$ cat src/rtl/mac_st_feeder.sv
// ---------------------------------------------------------------------------
// mac_st_feeder
//
// Operand packer and result collector for the 2-level Sum-Together MAC
// (8/4/2-bit). Elements arrive one per cycle on a valid/ready stream. They are
// packed into 1, 2 or 4 lanes of the 8-bit a/w words that the MAC consumes.
// The first word of every dot product carries accu_rst. After the last element
// the block waits out the MAC latency. It then captures z into a one-entry
// result register with a valid/ready handshake.
//
// Ports
//   clk, rst              clock, synchronous active-high reset
//   in_valid/in_ready     element stream handshake
//   in_a, in_w, in_last   activation (unsigned), weight, last-of-dot-product
//   cfg_aw                precision select: 00 = 8b, 01 = 4b, 11 = 2b (10 illegal)
//   mac_a, mac_w          packed operand words to the MAC
//   mac_config_aw         latched precision to the MAC
//   mac_accu_rst          accumulator restart, high with the first word
//   mac_z                 MAC accumulator output
//   res_z, res_valid,
//   res_ready             captured result and its handshake
//   cfg_err               sticky: an illegal cfg_aw started a dot product
// ---------------------------------------------------------------------------
module mac_st_feeder #(
    parameter int HEADROOM = 4,
    parameter int MAC_LAT  = 2
) (
    input  logic                    clk,
    input  logic                    rst,
    input  logic                    in_valid,
    output logic                    in_ready,
    input  logic [7:0]              in_a,
    input  logic [7:0]              in_w,
    input  logic                    in_last,
    input  logic [1:0]              cfg_aw,
    output logic [7:0]              mac_a,
    output logic [7:0]              mac_w,
    output logic [1:0]              mac_config_aw,
    output logic                    mac_accu_rst,
    input  logic [16+HEADROOM-1:0]  mac_z,
    output logic [16+HEADROOM-1:0]  res_z,
    output logic                    res_valid,
    input  logic                    res_ready,
    output logic                    cfg_err
);

    localparam int          ZW      = 16 + HEADROOM;
    localparam logic [2:0]  LAT_CNT = 3'(MAC_LAT);

    typedef enum logic {S_OPEN, S_HOLD} state_t;

    state_t          state_reg;
    logic [2:0]      cnt_reg;
    logic [1:0]      lane_reg;
    logic [7:0]      pack_a_reg;
    logic [7:0]      pack_w_reg;
    logic [1:0]      cfg_reg;
    logic            cfg_err_reg;
    logic            dp_open_reg;
    logic            first_reg;      // next issued word is the first of its dot product
    logic [7:0]      mac_a_reg;
    logic [7:0]      mac_w_reg;
    logic            accu_rst_reg;
    logic [ZW-1:0]   res_z_reg;
    logic            res_valid_reg;

    logic            accept;
    logic [1:0]      cfg_legal;
    logic [1:0]      cfg_eff;
    logic [1:0]      lane_max;
    logic [2:0]      lane_shift;
    logic [7:0]      elem_mask;
    logic [7:0]      word_a;
    logic [7:0]      word_w;
    logic            issue;
    logic            capture;

    assign in_ready = !rst && (state_reg == S_OPEN);
    assign accept   = in_valid && in_ready;

    // An illegal 10 runs as 8-bit; cfg_err records that it happened.
    assign cfg_legal = (cfg_aw == 2'b10) ? 2'b00 : cfg_aw;
    // The first element of a dot product already uses the incoming config.
    // Later elements use the latched config and ignore cfg_aw changes.
    assign cfg_eff   = dp_open_reg ? cfg_reg : cfg_legal;

    always_comb begin
        lane_max   = 2'd0;
        lane_shift = 3'd0;
        elem_mask  = 8'hFF;
        case (cfg_eff)
            2'b01: begin
                lane_max   = 2'd1;
                lane_shift = {lane_reg[0], 2'b00};
                elem_mask  = 8'h0F;
            end
            2'b11: begin
                lane_max   = 2'd3;
                lane_shift = {lane_reg, 1'b0};
                elem_mask  = 8'h03;
            end
            default: begin
                lane_max   = 2'd0;
                lane_shift = 3'd0;
                elem_mask  = 8'hFF;
            end
        endcase
    end

    // Merge the incoming element into its lane. Lanes not yet filled stay zero,
    // so a word padded by in_last adds nothing for those lanes.
    assign word_a = pack_a_reg | ((in_a & elem_mask) << lane_shift);
    assign word_w = pack_w_reg | ((in_w & elem_mask) << lane_shift);
    assign issue  = accept && ((lane_reg == lane_max) || in_last);

    assign capture = (state_reg == S_HOLD) && (cnt_reg == 3'd0) &&
                     (!res_valid_reg || res_ready);

    always_ff @(posedge clk) begin
        if (rst) begin
            state_reg     <= S_OPEN;
            cnt_reg       <= 3'd0;
            lane_reg      <= 2'd0;
            pack_a_reg    <= 8'h00;
            pack_w_reg    <= 8'h00;
            cfg_reg       <= 2'b00;
            cfg_err_reg   <= 1'b0;
            dp_open_reg   <= 1'b0;
            first_reg     <= 1'b1;
            mac_a_reg     <= 8'h00;
            mac_w_reg     <= 8'h00;
            accu_rst_reg  <= 1'b0;
            res_z_reg     <= '0;
            res_valid_reg <= 1'b0;
        end else begin
            // Bubble by default: zero operands keep the accumulator unchanged.
            mac_a_reg    <= 8'h00;
            mac_w_reg    <= 8'h00;
            accu_rst_reg <= 1'b0;

            if (accept) begin
                if (!dp_open_reg) begin
                    cfg_reg <= cfg_legal;
                    if (cfg_aw == 2'b10) begin
                        cfg_err_reg <= 1'b1;
                    end
                end
                if (issue) begin
                    mac_a_reg    <= word_a;
                    mac_w_reg    <= word_w;
                    accu_rst_reg <= first_reg;
                    first_reg    <= 1'b0;
                    pack_a_reg   <= 8'h00;
                    pack_w_reg   <= 8'h00;
                    lane_reg     <= 2'd0;
                end else begin
                    pack_a_reg <= word_a;
                    pack_w_reg <= word_w;
                    lane_reg   <= lane_reg + 2'd1;
                end
                if (in_last) begin
                    dp_open_reg <= 1'b0;
                    first_reg   <= 1'b1;
                    state_reg   <= S_HOLD;
                    cnt_reg     <= LAT_CNT;
                end else begin
                    dp_open_reg <= 1'b1;
                end
            end

            // Count down the MAC latency, then wait for room in the result register.
            if ((state_reg == S_HOLD) && (cnt_reg != 3'd0)) begin
                cnt_reg <= cnt_reg - 3'd1;
            end

            if (capture) begin
                res_z_reg     <= mac_z;
                res_valid_reg <= 1'b1;
                state_reg     <= S_OPEN;
            end else if (res_ready) begin
                res_valid_reg <= 1'b0;
            end
        end
    end

    assign mac_a         = mac_a_reg;
    assign mac_w         = mac_w_reg;
    assign mac_config_aw = cfg_reg;
    assign mac_accu_rst  = accu_rst_reg;
    assign res_z         = res_z_reg;
    assign res_valid     = res_valid_reg;
    assign cfg_err       = cfg_err_reg;

endmodule
$ cat config.mk
export PLATFORM = sky130hd
export DESIGN_NAME = mac_st_feeder
export DESIGN_NICKNAME = d
export VERILOG_FILES = /design/src/rtl/mac_st_feeder.sv
export SDC_FILE = /design/constraint.sdc
export NUM_CORES = 1
export LEC_CHECK = 0
export CAP_MARGIN = 20
export CORE_UTILIZATION = 49
export DETAILED_ROUTE_END_ITERATION = 10
export PLACE_DENSITY = 0.89
export SYNTH_ARGS = -nofsm -noshare
export SYNTH_HDL_FRONTEND = slang
export SYNTH_SLANG_ARGS = --single-unit
$ cat constraint.sdc
create_clock -name clk -period 3.4 [get_ports clk]
set_input_delay 0.51 -clock clk [delete_from_list [all_inputs] [get_ports clk]]
set_output_delay 0.51 -clock clk [all_outputs]
set_load 0.1 [all_outputs]
======== Word level (Yosys, flattened, before mapping) ========
Index checks and enable logic that the tools add are counted.
storage, ports and cells
  register bits ........................... 65
  bits of input ports ..................... 43
  output and inout bits ................... 42
  logic and storage cells ................. 68
cells by class
  add/subtract/negate cells ............... 2
  eq/ne operators ......................... 4
  shift operators ......................... 2
  multiplexer cells ....................... 16
  bitwise operators ....................... 8
  reductions and logical operators ........ 22
operator list
  cell                                                  count
  bitwise AND 8 bit                                     2
  2-to-1 mux 8 bit                                      2
  bitwise OR 8 bit                                      2
  case mux 8 bit (2 select lines)                       1
  left shift 8 x 3 -> 8 bit                             2
  2-to-1 mux 3 bit                                      3
  nonzero test 2 bit                                    4
  logical AND 1 bit                                     6
  2-to-1 mux 2 bit                                      3
  case mux 3 bit (2 select lines)                       1
  AND reduction 2 bit                                   3
  2-to-1 mux 1 bit                                      5
  equality test 2 bit (second input constant)           2
  NOT 1 bit                                             4
  case mux 2 bit (2 select lines)                       1
  zero test 3 bit                                       1
  AND reduction 3 bit                                   1
  nonzero test 3 bit                                    1
  OR reduction 3 bit                                    1
  subtractor 3 x 1 -> 3 bit (second input constant)     1
  adder 2 x 1 -> 2 bit (second input constant)          1
  equality test 2 x 1 -> 1 bit (second input constant)  1
  equality test 2 bit                                   1
  zero test 1 bit                                       2
  other kinds (2)                                       3

======== Depth between registers and ports, before layout ========
Gate-level depths: netlist of run 1.
  depth in word-level cells ............... 10
  depth in mapped cells ................... 7
  gate-level depth less buffers ........... 6

======== Worst setup path before layout of run 1 ========
OpenSTA, ideal clock, no wires.
  kind .................................... input-to-output
  start point ............................. in rst
  end point ............................... out in_ready
  data arrival time ....................... 2.118 ns
  data required time ...................... 2.890 ns
  slack ................................... 0.772 ns
  cell stages on the path ................. 3
  buffers on the path ..................... 2
  cell sequence ........................... buf_2 > buf_1 > nor2_1
between the ends
  cells in the longest elaborated chain, start to end .. 2
RTL lines
  element            RTL line  text
  from (decl)        29        input logic rst,
  zero test 1 bit    78        assign in_ready = !rst && (state_reg == S_OPEN);
  logical AND 1 bit  78
  to (decl)          31        output logic in_ready,
No other way between the ends.

======== Worst setup path after layout of run 1 ========
  start point ............................. reg cfg_reg[0], in the netlist mac_config_aw[0]
  end point ............................... out mac_config_aw[0]
RTL lines
  element                 RTL line  text
  from (decl)             57        logic [1:0] cfg_reg;
  from (signal assigned)  143       cfg_reg <= cfg_legal;
  to (decl)               38        output logic [1:0] mac_config_aw,
No word-level cell between the ends.

==> flow_metrics.env, run 1 <==
export IMPL_min_period_over_period=0.731
export IMPL_worst_setup_path_start_kind="register"
export IMPL_clk_pin_slew_ns=0.07
export IMPL_power_share_combinational=0.198
export IMPL_clock_sinks=65
export IMPL_clkPwrFrac=0.371
export IMPL_power_leakage_nw=1.32
export IMPL_end_kind="output port"
export IMPL_synth_edff_count=0
export IMPL_synth_seq_area_share=0.493
export IMPL_min_to="res_z[2]"
export IMPL_dieWidth_um=75.4
export IMPL_finClkSkew_ns=0.00792
export IMPL_drv_slew=0
export IMPL_internal_power_w=0.00133
export IMPL_cts_hold_buf=0
export IMPL_drive_gt1_frac=0.0705
export IMPL_cts_max_level=3
export IMPL_synth_ff_type="dfxtp_1"
export IMPL_post_cts_buffers=0
export IMPL_reg2regPathDepth=6
export IMPL_fill_cells=406
export IMPL_worstMarginPinSlew_ns=1.01
export IMPL_gp_congestion=0.835
export IMPL_hold_depth=2
export IMPL_num_vias=2557
export IMPL_synth_area_leaders="dfxtp_1 (49%), a21oi_1 (10%), nand2_1 (7.5%)"
export IMPL_p_seq_frac=0.431
export IMPL_cp_cell_sequence="clkdlybuf4s50_1"
export IMPL_core_sq_mm=0.00514
export IMPL_critPathMaxStageDelay_ns=1.19
export IMPL_critPathKind="reg2out"
export IMPL_track_usage=0.247
export IMPL_ant_nets=0
export IMPL_grt_pass1_wl_um=10500
export IMPL_dr_first_iter_drc_count=252
export IMPL_io_pins=85
export IMPL_grt_pass1_vias=2319
export IMPL_diodes=0
export IMPL_slowest_stage="clkdlybuf4s50_1"
export IMPL_synth_warnings=0
export IMPL_synth_area_sq_mm=0.00264
export IMPL_whs_ns=0.455
export IMPL_postLayoutCellArea_sq_mm=0.00374
export IMPL_root_buffer="clkbuf_8"
export IMPL_wirelength_um=6850
export IMPL_grt_overflow=0
export IMPL_drt_pass1_iterations=4
export IMPL_drc_errors=0
export IMPL_grt_max_degree=36
export IMPL_sw_frac_of_total=0.297
export IMPL_r2r_end="mac_w[3]"
export IMPL_dp_hpwl_um=4890
export IMPL_ctsLongestPathBuffers=2
export IMPL_critical_path_buf_inv_count=1
export IMPL_die_area_sq_mm=0.00568
export IMPL_cp_max_fo=6
export IMPL_portBuffers=84
export IMPL_insertion_delay_ns=0.33
export IMPL_final_cell_mix="clkdlybuf4s50_1 (83), dfxtp_1 (65), a21oi_1 (53), nand2_1 (53), nor2_1 (17)"
export IMPL_synthCells=312
export IMPL_antenna_found_initial=0
export IMPL_peakVddDrop_uv=295
export IMPL_final_common_cell="clkdlybuf4s50_1"
export IMPL_start_util=0.513
export IMPL_wl_per_cell_um=14.7
export IMPL_regToRegStartpoint="dp_open_reg"
export IMPL_period_needed_ns=2.49
export IMPL_synth_top_area_share=0.493
export IMPL_critPathTopFamily="buffers and inverters"
export IMPL_max_cap_viol_count=0
export IMPL_power_total_w=0.00189
export IMPL_relSlewSlack=0.327
export IMPL_status="finished clean"
export IMPL_hold_violations=0
export IMPL_arrival_ns=1.98
export IMPL_placementRows=26
export IMPL_hold_class="reg2reg"
export IMPL_synth_cell_types=46
export IMPL_postSynth_asyncResetShare=0
export IMPL_die_y_um=75.4
export IMPL_cts_buffers=9
export IMPL_rsz0062_at_grt="false"
export IMPL_hold_start="res_z[2]"
export IMPL_powerDensity_mw_per_mm2=505
export IMPL_via_per_inst=5.48
export IMPL_final_net_count=437
export IMPL_critical_path_required_ns=2.89
export IMPL_area_delta_synth_final_pct=41.6
export IMPL_syn_nets=357
export IMPL_reg2reg_slack_ns=1.25
export IMPL_clock_fmax_mhz=402
export IMPL_setup_viol=0
export IMPL_dpl_cell_area_sq_mm=0.00353
export IMPL_largest_reg_flops=20
export IMPL_post_cts_resized=0
export IMPL_p_sw_w=0.000561
export IMPL_syn_avg_cell_area_sq_um=8.46
export IMPL_finalSetupTns_ns=0
export IMPL_cts_tree="done"
export IMPL_yosysTopAreaCell="dfxtp_1"
export IMPL_ys_seq_elements=65
worst reg2reg max path, cell delays in order, from the launching register on:
cell and delay, ns:
dfxtp_1 0.47, mux2i_1 0.22, buf_4 0.21, mux2_2 0.37
or4_1 0.43, buf_4 0.22, a21oi_1 0.15
synthesized netlist by cell type (4+ instances only):
cell	count
o2111ai_1	4
o211ai_1	8
and3_1	5
a211oi_1	5
nand3_1	5
buf_2	5
buf_1	5
o22ai_1	5
a31oi_1	5
nand2_1	53
a41oi_1	4
nand2b_1	4
a21oi_1	53
nor2_1	17
dfxtp_1	65
inv_1	14
clkbuf_1	10
o21ai_0	7
cells by family (layout without fill, tap and decap cells):
family	after synthesis	after routing	share of synthesized area
AOI/OAI and AO/OA	103	103	0.240
and+or+nand+nor	102	102	0.184
DFF	65	65	0.493
buffers and inverters	36	121	0.0593
adders and majority gates	2	2	0.00948
xor gates and xnor gates	2	2	0.00664
muxes	2	2	0.00806
worst max-delay path by stage:
stage	depth (start not counted)	startpoint	slack (ns)	end
after detailed placement	5	cfg_aw[0]	0.74	pack_a_reg[4]
after floorplan	3	rst	0.77	in_ready
after global placement	6	cfg_aw[0]	0.87	first_reg
after CTS	1	mac_config_aw[0]	0.93	mac_config_aw[0]
after global routing	1	mac_config_aw[0]	0.89	mac_config_aw[0]
final	1	mac_config_aw[0]	0.91	mac_config_aw[0]
stage by stage:
step                       util  setup WS (ns)  instances
after detailed placement  0.686          0.738        451
after global placement    0.686          0.866        451
after CTS                 0.727          0.928        467
after floorplan               -          0.772        312
final                     0.727          0.913        467
after global routing      0.727          0.888        467
power by group through the flow:
| stage | sequential, W | combinational, W | clock, W |
|---|---|---|---|
| floorplan | 0.000967 | 0.000113 | 0 |
| global placement | 0.000828 | 0.000366 | 0 |
| detailed placement | 0.000829 | 0.000372 | 0 |
| CTS | 0.000813 | 0.000373 | 0.000710 |
| global route | 0.000816 | 0.000395 | 0.000739 |
| finish | 0.000813 | 0.000374 | 0.000700 |
metal layers:
metal | vias to the layer above | GRT usage | part of all wire
met3 | 8 | 0.0556 | 0.054
li1 | 1266 | - | -
met1 | 1197 | 0.307 | 0.43
met5 | - | 0 | 0
met4 | 0 | 0.128 | 0.012
met2 | 86 | 0.404 | 0.50
area by class of cell:
type                       instances  area (sq um)  area share
multi-input combinational        211          1180       0.316
tap                               70          87.6      0.0234
timing repair buffer              91           903       0.242
clock inverter                     6          82.6      0.0221
sequential                        65          1300       0.348
inverter                          14          52.6      0.0141
clock buffer                      10           128      0.0342
(Power assumes the default switching activity.)
==> run 2: changes to the inputs <==
--- a/config.mk
+++ b/config.mk
@@ -6,9 +6,9 @@
 export NUM_CORES = 1
 export LEC_CHECK = 0
 export CAP_MARGIN = 20
-export CORE_UTILIZATION = 49
+export CORE_UTILIZATION = 46
 export DETAILED_ROUTE_END_ITERATION = 10
-export PLACE_DENSITY = 0.89
+export PLACE_DENSITY = 0.85
 export SYNTH_ARGS = -nofsm -noshare
 export SYNTH_HDL_FRONTEND = slang
 export SYNTH_SLANG_ARGS = --single-unit
==> constraint.sdc (replaced) <==
create_clock -name clk -period 2.3 [get_ports clk]
set_input_delay 0.345 -clock clk [delete_from_list [all_inputs] [get_ports clk]]
set_output_delay 0.345 -clock clk [all_outputs]
set_load 0.1 [all_outputs]
==> run 2 against run 1 <==
  * Total power grew 49%
  * Die area grew 6.3%
  * Final cell count grew 2.8%
  * Combinational power grew 48%
  * Design area shrank 0.17%
  * Clock-buffer cell count shrank 1
  * Global-route usage shrank 1.1 points
  * Hold slack gained 0.0022 ns
  * Core utilization shrank 5.0 points
  * Worst setup slack lost 0.64 ns
  * Largest power group unchanged
==> flow_metrics.env, run 2 (synthesis results as in run 1) <==
export IMPL_cts_max_level=3
export IMPL_cts_tree="done"
export IMPL_hold_violations=0
export IMPL_portBuffers=84
export IMPL_cp_max_fo=16
export IMPL_via_per_inst=5.34
export IMPL_drive_gt1_frac=0.203
export IMPL_period_needed_ns=2.02
export IMPL_setup_viol=0
export IMPL_dieWidth_um=77.7
export IMPL_worst_setup_path_start_kind="register"
export IMPL_insertion_delay_ns=0.34
export IMPL_relSlewSlack=0.670
export IMPL_status="finished clean"
export IMPL_internal_power_w=0.00196
export IMPL_largest_reg_flops=20
export IMPL_die_area_sq_mm=0.00604
export IMPL_power_total_w=0.00281
export IMPL_dr_first_iter_drc_count=222
export IMPL_io_pins=85
export IMPL_final_net_count=448
export IMPL_cts_buffers=9
export IMPL_p_sw_w=0.000843
export IMPL_arrival_ns=2.29
export IMPL_diodes=0
export IMPL_grt_max_degree=36
export IMPL_core_sq_mm=0.00551
export IMPL_grt_pass1_vias=2408
export IMPL_hold_depth=2
export IMPL_cts_hold_buf=0
export IMPL_power_leakage_nw=1.45
export IMPL_root_buffer="clkbuf_8"
export IMPL_hold_class="reg2reg"
export IMPL_finClkSkew_ns=0.0105
export IMPL_ant_nets=0
export IMPL_placementRows=27
export IMPL_drv_slew=0
export IMPL_worstMarginPinSlew_ns=0.488
export IMPL_critPathKind="reg2reg"
export IMPL_wirelength_um=6710
export IMPL_grt_pass1_wl_um=11200
export IMPL_final_common_cell="dfxtp_1"
export IMPL_num_vias=2564
export IMPL_track_usage=0.236
export IMPL_drt_pass1_iterations=4
export IMPL_finalSetupTns_ns=0
export IMPL_fill_cells=412
export IMPL_drc_errors=0
export IMPL_post_cts_resized=0
export IMPL_end_kind="register"
export IMPL_clock_fmax_mhz=494
export IMPL_die_y_um=77.7
export IMPL_final_cell_mix="dfxtp_1 (63), buf_4 (59), a21oi_1 (53), nand2_1 (53), clkdlybuf4s50_1 (42)"
export IMPL_ctsLongestPathBuffers=2
export IMPL_gp_congestion=0.855
export IMPL_min_period_over_period=0.880
export IMPL_reg2regPathDepth=5
export IMPL_sw_frac_of_total=0.300
export IMPL_clock_sinks=65
export IMPL_rsz0062_at_grt="false"
export IMPL_powerDensity_mw_per_mm2=753
export IMPL_clkPwrFrac=0.374
export IMPL_power_share_combinational=0.197
export IMPL_peakVddDrop_uv=380
export IMPL_dp_hpwl_um=4690
export IMPL_antenna_found_initial=0
export IMPL_max_cap_viol_count=0
export IMPL_wl_per_cell_um=14.0
export IMPL_start_util=0.479
export IMPL_area_delta_synth_final_pct=41.3
export IMPL_clk_pin_slew_ns=0.07
export IMPL_p_seq_frac=0.428
export IMPL_post_cts_buffers=0
export IMPL_grt_overflow=0
export IMPL_critical_path_required_ns=2.56
-- run 2: cell types whose count changed in the layout (fill, tap and decap cells not counted), sizes merged --
cell           previous run  this run
clkdlybuf4s50            83        42
clkinv                    3         4
clkbuf                   10         9
buf                       8        60
-- run 2: final timing paths --
check                    from   endpoint  slack [ns]
setup / recovery  dp_open_reg   mac_w[6]        0.28
setup reg to reg  dp_open_reg   mac_w[6]        0.28
hold reg to reg     res_z[12]  res_z[12]        0.46
hold / removal      res_z[12]  res_z[12]        0.46
-- run 2: critical path, stage by stage (launching register included) --
cell and delay [ns]:
dfxtp_1 0.47, mux2i_1 0.28, mux2_2 0.38, or4_1 0.44
buf_4 0.22, a21oi_1 0.15
-- run 2: power groups by stage --
stage / combinational [W] / sequential (W) / clock [W]
3_5_place_dp: 0.000551 / 0.00123 / 0
4_1_cts: 0.000554 / 0.00120 / 0.00108
6_report: 0.000554 / 0.00120 / 0.00105
2_1_floorplan: 0.000167 / 0.00143 / 0
5_1_grt: 0.000584 / 0.00121 / 0.00113
3_3_place_gp: 0.000543 / 0.00123 / 0
-- run 2: area by class of cell --
type                            instances  area, sq um  share of cell area
Timing Repair Buffer                  102          883               0.237
Inverter                               14         52.6              0.0141
Clock buffer                            9          124              0.0332
Multi-Input combinational cell        211         1180               0.317
Tap cell                               72         90.1              0.0242
Clock inverter                          7         95.1              0.0255
Sequential cell                        65         1300               0.350
-- run 2: layer usage --
layer | global-route usage | part of all wire
met5 | 0 | 0
met2 | 0.384 | 0.49
met3 | 0.0459 | 0.061
met1 | 0.298 | 0.43
met4 | 0.119 | 0.020
-- run 2: stage by stage --
step	utilization	cells	hold WS [ns]	setup WS [ns]	cell area [sq um]
after global placement	0.638	464	0.435	0.0612	3510
after CTS	0.677	480	0.457	0.305	3730
after detailed placement	0.638	464	0.444	0.0113	3510
after global routing	0.677	480	0.467	0.175	3730
after floorplan	-	312	0.429	0.00245	2640
final	0.677	480	0.457	0.277	3730
==> run 3: changes to the inputs <==
--- a/config.mk
+++ b/config.mk
@@ -9,6 +9,7 @@
 export CORE_UTILIZATION = 46
 export DETAILED_ROUTE_END_ITERATION = 10
 export PLACE_DENSITY = 0.85
+export RECOVER_POWER = 50
 export SYNTH_ARGS = -nofsm -noshare
 export SYNTH_HDL_FRONTEND = slang
 export SYNTH_SLANG_ARGS = --single-unit
==> run 3 against run 2 <==
  * Hold slack worse by 0.0022 ns
  * Die area stayed put
  * Non-clock buffer count stayed put
  * Critical endpoint unchanged
==> flow_metrics.env, run 3 (synthesis results as in run 1) <==
export IMPL_worstMarginPinSlew_ns=1.20
export IMPL_wirelength_um=6740
export IMPL_rsz0062_at_grt="false"
export IMPL_worst_setup_path_start_kind="register"
export IMPL_power_leakage_nw=1.27
export IMPL_dr_first_iter_drc_count=203
export IMPL_seq_area_sq_mm=0.00130
export IMPL_wl_per_cell_um=14.1
export IMPL_regToRegStartpoint="dp_open_reg"
export IMPL_critical_path_buf_inv_count=1
export IMPL_num_vias=2558
export IMPL_end_kind="register"
export IMPL_status="finished clean"
export IMPL_peakVddDrop_uv=378
export IMPL_p_sw_w=0.000841
export IMPL_ctsLongestPathBuffers=2
export IMPL_grt_overflow=0
export IMPL_crit_start="dp_open_reg"
export IMPL_finClkSkew_ns=0.0106
export IMPL_critical_path_required_ns=2.56
export IMPL_cts_max_level=3
export IMPL_cts_buffers=9
export IMPL_gp_congestion=0.855
export IMPL_core_sq_mm=0.00551
export IMPL_hold_violations=0
export IMPL_slowest_stage="dfxtp_1"
export IMPL_powerDensity_mw_per_mm2=779
export IMPL_sw_frac_of_total=0.303
export IMPL_clkPwrFrac=0.378
export IMPL_die_area_sq_mm=0.00604
export IMPL_insertion_delay_ns=0.34
export IMPL_critPathMaxStageDelay_ns=0.47
export IMPL_clk_pin_slew_ns=0.07
export IMPL_hold_class="reg2reg"
export IMPL_io_pins=85
export IMPL_largest_reg_flops=20
export IMPL_grt_max_degree=36
export IMPL_multi_input_area_sq_mm=0.00118
export IMPL_final_net_count=448
export IMPL_ant_nets=0
export IMPL_drv_slew=0
export IMPL_power_share_combinational=0.190
export IMPL_antenna_found_initial=0
export IMPL_min_period_over_period=0.878
export IMPL_dp_hpwl_um=4690
export IMPL_root_buffer="clkbuf_8"
export IMPL_max_cap_viol_count=0
export IMPL_post_cts_buffers=0
export IMPL_placementRows=27
export IMPL_track_usage=0.236
export IMPL_final_cell_mix="dfxtp_1 (63), a21oi_1 (53), nand2_1 (53), clkbuf_1 (43), clkdlybuf4s50_1 (41)"
export IMPL_hold_start="res_z[12]"
export IMPL_dieWidth_um=77.7
export IMPL_cts_tree="done"
export IMPL_clock_sinks=65
export IMPL_finalSetupTns_ns=0
export IMPL_power_total_w=0.00278
export IMPL_relSlewSlack=0.203
export IMPL_drt_pass1_iterations=4
export IMPL_area_delta_synth_final_pct=35.0
export IMPL_cts_hold_buf=0
export IMPL_setup_viol=0
export IMPL_portBuffers=84
export IMPL_cp_max_fo=16
export IMPL_post_cts_resized=0
export IMPL_grt_pass1_vias=2408
export IMPL_clock_fmax_mhz=495
export IMPL_p_seq_frac=0.432
export IMPL_critPathKind="reg2reg"
export IMPL_critPathTopFamily="multiplexers"
export IMPL_arrival_ns=2.28
export IMPL_final_common_cell="dfxtp_1"
export IMPL_start_util=0.479
export IMPL_fill_cells=452
export IMPL_period_needed_ns=2.02
export IMPL_die_y_um=77.7
export IMPL_drive_gt1_frac=0.0956
export IMPL_via_per_inst=5.33
export IMPL_cp_cell_sequence="mux2i_1 -> mux2_2 -> or4_1 -> buf_4 -> a21oi_1"
export IMPL_drc_errors=0
export IMPL_diodes=0
export IMPL_internal_power_w=0.00194
export IMPL_grt_pass1_wl_um=11200
-- run 3: changes by cell type in the layout (fill, tap and decap cells not counted) --
| cell | change |
|---|---|
| nor3b_1 | +1 |
| buf_4 | -43 |
| nor3b_2 | -1 |
| clkdlybuf4s50_1 | -1 |
| clkbuf_1 | +43 |
| dlygate4sd3_1 | +1 |
-- run 3: path summary, 6_finish.rpt --
check / endpoint / slack, ns / depth (start not counted)
max: mac_w[6] / 0.28 / 5
min: res_z[12] / 0.45 / 2
max reg2reg: mac_w[6] / 0.28 / 5
min reg2reg: res_z[12] / 0.45 / 2
-- run 3: power groups by stage --
| stage | Sequential [W] | Combinational [W] | Clock, W |
|---|---|---|---|
| after CTS | 0.00120 | 0.000554 | 0.00108 |
| final | 0.00120 | 0.000527 | 0.00105 |
| after detailed placement | 0.00123 | 0.000551 | 0 |
| after floorplan | 0.00143 | 0.000167 | 0 |
| after global placement | 0.00123 | 0.000543 | 0 |
| after global routing | 0.00121 | 0.000557 | 0.00113 |
-- run 3: cell type report --
| class | instances | area share |
|---|---|---|
| flip-flops and latches | 65 | 0.366 |
| inverters | 14 | 0.0147 |
| well taps | 72 | 0.0253 |
| clock inverters | 7 | 0.0267 |
| clock buffers | 9 | 0.0348 |
| multi-input cells | 211 | 0.330 |
| repair buffers | 102 | 0.203 |
-- run 3: per-layer routing --
layer,vias to the layer above,GRT usage,wire (um)
li1,1284,-,-
met1,1169,0.298,2870
met2,92,0.384,3310
met3,13,0.0459,433
met4,0,0.119,124
met5,-,0,0
-- run 3: stage by stage --
step,hold slack (ns),instance area [sq um],utilization,setup WS (ns),cells
finish,0.455,3560,0.647,0.282,480
global placement,0.435,3510,0.638,0.0612,464
global route,0.466,3560,0.647,0.0994,480
detailed placement,0.444,3510,0.638,0.0113,464
CTS,0.457,3730,0.677,0.305,480
floorplan,0.429,2640,-,0.00245,312
-- run 3: worst min-delay path, cell delays in order, from the launching register on --
cell	delay [ns]
dfxtp_1	0.31
nand2_1	0.05
a21oi_1	0.05
